**config.mk**
```make
export PLATFORM = sky130hd
export DESIGN_NAME = mem_arbiter
export DESIGN_NICKNAME = d
export VERILOG_FILES = /design/src/rtl/mem_arb_pkg.sv /design/src/rtl/mem_arb_pick.sv /design/src/rtl/mem_arbiter.sv
export SDC_FILE = /design/constraint.sdc
export NUM_CORES = 1
export LEC_CHECK = 0
export ABC_AREA = 1
export CAP_MARGIN = 20
export CORE_ASPECT_RATIO = 1.4
export CORE_MARGIN = 2
export CORE_UTILIZATION = 31
export DETAILED_ROUTE_END_ITERATION = 8
export MAX_ROUTING_LAYER = met4
export PLACE_DENSITY = 0.73
export SYNTH_ARGS = -nofsm -noshare
export SYNTH_HDL_FRONTEND = slang
export SYNTH_SLANG_ARGS = --single-unit
export TNS_END_PERCENT = 20
```
**constraint.sdc**
```tcl
create_clock -name i_clk -period 1.45 [get_ports i_clk]
set_input_delay 0.145 -clock i_clk [delete_from_list [all_inputs] [get_ports i_clk]]
set_output_delay 0.145 -clock i_clk [all_outputs]
set_load 0.05 [all_outputs]
```
**src/rtl/mem_arb_pkg.sv**
```systemverilog
// Shared types and sizes for the two-port memory arbiter.
package mem_arb_pkg;

    localparam int MEM_BITS      = 16;
    localparam int MEM_ADDR_BITS = 8;

    typedef enum logic [1:0] {
        IDLE,
        ISSUE,
        RESP
    } arb_state_t;

    typedef enum logic {
        PORT_A,
        PORT_B
    } port_id_t;

endpackage

```
**src/rtl/mem_arb_pick.sv**
```systemverilog
// Winner selection between port A and port B. Round-robin by default;
// define MEM_ARB_FIXED_PRIO_EN to make port A always win contention.
module mem_arb_pick
    import mem_arb_pkg::*;
(
    input  logic     a_valid,
    input  logic     b_valid,
    input  port_id_t last_grant,
    output port_id_t winner,
    output logic     grant_valid
);

`ifdef MEM_ARB_FIXED_PRIO_EN
    logic unused_last_grant;
    assign unused_last_grant = last_grant;
`endif

    always_comb begin
        grant_valid = a_valid | b_valid;
        winner      = PORT_A;
`ifdef MEM_ARB_FIXED_PRIO_EN
        if (!a_valid && b_valid) begin
            winner = PORT_B;
        end
`else
        // Under contention the port that did not win last time goes next.
        if (a_valid && b_valid) begin
            winner = (last_grant == PORT_A) ? PORT_B : PORT_A;
        end else if (b_valid) begin
            winner = PORT_B;
        end
`endif
    end

endmodule

```
**src/rtl/mem_arbiter.sv**
```systemverilog
// Two-port arbiter/sequencer for a single-port combinational-read memory:
// accept, one ISSUE cycle, then a held response. Option: MEM_ARB_FIXED_PRIO_EN.
module mem_arbiter
    import mem_arb_pkg::*;
#(
    parameter int BITS      = MEM_BITS,
    parameter int ADDR_BITS = MEM_ADDR_BITS
) (
    input  logic                 i_clk,
    input  logic                 i_rst,

    input  logic                 i_a_valid,
    output logic                 o_a_ready,
    input  logic                 i_a_rw,
    input  logic [ADDR_BITS-1:0] i_a_addr,
    input  logic [BITS-1:0]      i_a_wdata,
    output logic                 o_a_rvalid,
    input  logic                 i_a_rready,
    output logic [BITS-1:0]      o_a_rdata,

    input  logic                 i_b_valid,
    output logic                 o_b_ready,
    input  logic                 i_b_rw,
    input  logic [ADDR_BITS-1:0] i_b_addr,
    input  logic [BITS-1:0]      i_b_wdata,
    output logic                 o_b_rvalid,
    input  logic                 i_b_rready,
    output logic [BITS-1:0]      o_b_rdata,

    output logic                 o_mem_rw,
    output logic [ADDR_BITS-1:0] o_mem_addr,
    output logic [BITS-1:0]      o_mem_data,
    input  logic [BITS-1:0]      i_mem_data,

    output logic                 o_busy
);

    arb_state_t            state;
    arb_state_t            state_next;
    port_id_t              owner;
    port_id_t              last_grant;
    port_id_t              winner;
    logic                  grant_valid;
    logic                  accept;
    logic                  owner_rready;
    logic                  cmd_rw;
    logic [ADDR_BITS-1:0]  cmd_addr;
    logic [BITS-1:0]       cmd_wdata;
    logic [BITS-1:0]       resp_data;

    mem_arb_pick u_pick (
        .a_valid     (i_a_valid),
        .b_valid     (i_b_valid),
        .last_grant  (last_grant),
        .winner      (winner),
        .grant_valid (grant_valid)
    );

    assign accept       = (state == IDLE) && grant_valid;
    assign owner_rready = (owner == PORT_A) ? i_a_rready : i_b_rready;

    always_comb begin
        // NOTE: every output of this block gets a default first, so no path can infer a latch.
        state_next = state;
        o_a_ready  = 1'b0;
        o_b_ready  = 1'b0;
        o_a_rvalid = 1'b0;
        o_b_rvalid = 1'b0;
        o_mem_rw   = 1'b0;
        case (state)
            IDLE: begin
                if (grant_valid) begin
                    o_a_ready  = (winner == PORT_A);
                    o_b_ready  = (winner == PORT_B);
                    state_next = ISSUE;
                end
            end
            ISSUE: begin
                o_mem_rw   = cmd_rw;
                state_next = RESP;
            end
            RESP: begin
                o_a_rvalid = (owner == PORT_A);
                o_b_rvalid = (owner == PORT_B);
                if (owner_rready) begin
                    state_next = IDLE;
                end
            end
            default: state_next = IDLE;
        endcase
    end

    always_ff @(posedge i_clk) begin
        if (i_rst) begin
            state      <= IDLE;
            owner      <= PORT_A;
            last_grant <= PORT_B;
            cmd_rw     <= 1'b0;
            cmd_addr   <= '0;
            cmd_wdata  <= '0;
            resp_data  <= '0;
        end else begin
            // NOTE: state registers use non-blocking assignments so every flop samples pre-edge values.
            state <= state_next;
            if (accept) begin
                owner      <= winner;
                last_grant <= winner;
                cmd_rw     <= (winner == PORT_A) ? i_a_rw    : i_b_rw;
                cmd_addr   <= (winner == PORT_A) ? i_a_addr  : i_b_addr;
                cmd_wdata  <= (winner == PORT_A) ? i_a_wdata : i_b_wdata;
            end
            // For writes this captures the pre-write content at the committing edge.
            if (state == ISSUE) begin
                resp_data <= i_mem_data;
            end
        end
    end

    assign o_mem_addr = cmd_addr;
    assign o_mem_data = cmd_wdata;
    assign o_a_rdata  = resp_data;
    assign o_b_rdata  = resp_data;
    assign o_busy     = (state != IDLE);

endmodule

```
==> metrics.md <==
| Metric | Value |
|---|---|
| Final period utilization | 95.18% |
| GP Congestion | 0.7217 |
| Clock Sinks | 45 |
| Register area share after synthesis | 44.72% |
| Final Instance Area | 3433 sq um |
| Total of max-cap violations | 0 |
| Pin count of the biggest net entering global routing | 43 |
| Clock Root Buffer | clkbuf_8 |
| Core ar. | 6254 sq um |
| Outcome | finished, final reports clean |
| FP Rows | 34 |
| Syn Area/Cell | 7.068 sq um |
| Startpoint types | flip-flop |
| Power Density | 1162 nW/um^2 |
| Via count | 2,204 |
| Leak | 1.583 nW |
| Syn. warnings | 0 |
| Gate Count Post-Synth | 285 |
| Layout cell share with drive strength beyond 1 | 26.10% |
| Crit path DAT | 1.24 ns |
| Post-synthesis mux area share | 0% |
| Hold crit path type | in -> reg |
| VDD IR max | 673.1 uV |
| Vias per cell | 4.573 |
| H-tree depth | 2 |
| Overflow after GRT | 0 |
| Slew Limit Fails | 0 |
| Area contributors post-synth | dfxtp_1 (45%), nand2_1 (12%), nor2_1 (11%) |
| Vias in the first global route | 2,114 |
| Internal power | 2.413 mW |
| Leading area contributor after synthesis | dfxtp_1 |
| Distinct cells, synth | 17 |
| Post-Synth Simple-Gate Area | 26.27% |
| Switching Fraction | 39.53% |
| Largest family of logic cells by synthesized area | simple AND/OR/NAND/NOR gates |
| Nets | 482 |
| Hpwl dp | 4403 um |
| Pre-Repair DR Iteration Count | 4 |
| Yosys reg bits | 45 |
| RSZ-0062 raised after global routing | false |
| # DRC | 0 |
| Horiz. Die Dim | 72.13 um |
| Initial drt markers | 60 |
| Starting Density | 32.21% |
| First-pass GRT wire length | 9149 um |
| Clock Tree Buf Depth | 2 |
| # IOs | 134 |
| CTS tree | yes |
| Wire length per cell after detailed routing | 11.83 um |
| Initial antenna violation count | 0 |
| Die area | 7168 sq um |
| CTS Buf Count | 5 |
| CP Class | reg -> out |
| Crit end category | output pin |
| Gate power share | 43.7% |
| Final antenna-violating net count | 0 |
| Chip Height | 99.38 um |
| Compound-Gate Fraction of Synth Area | 16.65% |
| Prevailing post-synth register cell | dfxtp_1 |
| Syn nets | 357 |
| FF-to-FF setup slack | 0.13 ns |
| Seq pwr share | 37.0% |
| Tightest Pin Transition | 0.2211 ns |
| # port buffers | 133 |
| Clock Pin Slew Worst Setup and Hold Paths | 0.08 ns |
| Power Total | 3.990 mW |
| Worst skew pair latency | 0.29 ns |
| Req. time, crit path | 1.31 ns |
| Fill cell count | 618 |
| Min Tclk post-route | 1.380 ns |
| Commonest cells post-synth | nand2_1 (64), nor2_1 (61), dfxtp_1 (45) |
| Max_slew headroom | 85.26% |
| # diodes | 0 |
| Clock Skew | 0.006584 ns |
| Clock share of power | 19.3% |
| NetSw | 1.577 mW |
| Fmax | 0.7245 GHz |
| Hold Violations, Final | 0 |
| Area added between synthesis and finish | 70.43% |
| Mapped Area | 2014 sq um |
| Adder-cell share of the synthesized area | 0% |
| Global-route usage over all layers | 16.38% |
| Top-count cell post-synth | nand2_1 |
| CP max FO | 3 |
| Ys async rst share | 0% |
| Finish-stage setup viols | 0 |
| Placed cell area | 3297 sq um |
| Post-synth EDFFs | 0 |
| Yosys top cell area share | 44.72% |
| Wirelength, routed | 5700 um |
| Post-synthesis xor/xnor area fraction | 0% |
==> power groups by stage <==
stage                     Clock (mW)  Combinational [mW]  Sequential (mW)
after global routing           0.845                1.85             1.49
final                          0.772                1.74             1.48
after floorplan                    0               0.681             1.93
after CTS                      0.804                1.74             1.47
after global placement             0                1.71             1.49
after detailed placement           0                1.73             1.50
==> logic make-up (layout without fill, tap and decap cells) <==
logic type / after synthesis / after routing
compound gates: 64 / 64
buf+inv: 41 / 166
flops: 45 / 45
simple gates: 135 / 135
==> sequential cells by signal, summed over array words and instances, names as in the netlist <==
name        count
cmd_rw          1
o_mem_addr      8
o_mem_data     16
last_grant      1
owner           1
o_a_rdata      16
state           2
==> path summary, 6_finish.rpt <==
kind                              start                           to  cells past startpoint
max               state[0]$_SDFFE_PP0P_                    o_a_ready                      6
min                       i_mem_data[4]    o_a_rdata[4]$_SDFFE_PP0N_                      3
max reg2reg       state[0]$_SDFFE_PP0P_  o_mem_data[12]$_SDFFE_PP0P_                      8
min reg2reg  o_mem_addr[5]$_SDFFE_PP0P_   o_mem_addr[5]$_SDFFE_PP0P_                      2
==> timing repair <==
item | in CTS | in global routing
hold buffers | 0 | 0
setup endpoints to repair | 2 | 19
gates resized for setup | 4 | 11
setup buffers | 1 | 1
pin swaps | 1 | 0
==> cell type report <==
cell class              instances  area, sq um  share of cell area, %
inverters                      10        45.04                  1.312
clock buffers                   7        86.33                  2.515
flip-flops and latches         45        903.4                  26.31
well taps                      72        90.09                  2.624
repair buffers                149         1409                  41.03
multi-input cells             199        899.6                  26.20
==> worst max-delay path, cell delays in order (launching register included) <==
cell,delay [ns]
dfxtp_2,0.35
inv_4,0.07
nand2_4,0.08
nor2_4,0.12
inv_2,0.06
nor2_4,0.11
buf_12,0.15
==> metal layers <==
layer  wire length (um)  GRT usage [%]  up-vias
met5                  0              -        -
met4                 42          3.919        0
met3                401          3.951        4
met2               2928          30.49       94
met1               2328          16.92      966
li1                   -              -     1140
==> metrics by stage <==
step	setup TNS [ns]	worst slack [ns]	utilization, %	hold slack (ns)	std cells
finish	0	0.06983	54.90	0.4340	482
detailed placement	-0.8760	-0.06056	52.72	0.4571	473
global placement	-0.2569	-0.02787	52.72	0.4513	473
CTS	0	0.005017	54.38	0.4291	481
global route	0	0.0006437	54.90	0.4328	482
floorplan	-0.4137	-0.1672	-	0.2141	285
==> placed cells by master (no fill, tap or decap), types with 4 or more instances in the layout <==
cell type and n:
clkdlybuf4s50_1 71, buf_4 69, nand2_1 63, nor2_1 56, dfxtp_1 43, o21ai_0 26
a21oi_1 22, o21ai_1 12, buf_12 9, nand3_1 6, clkbuf_8 6, inv_2 4
nor2_4 4, nor2_2 4, a21oi_2 4
Note: power is estimated with default switching activity, not from simulation.
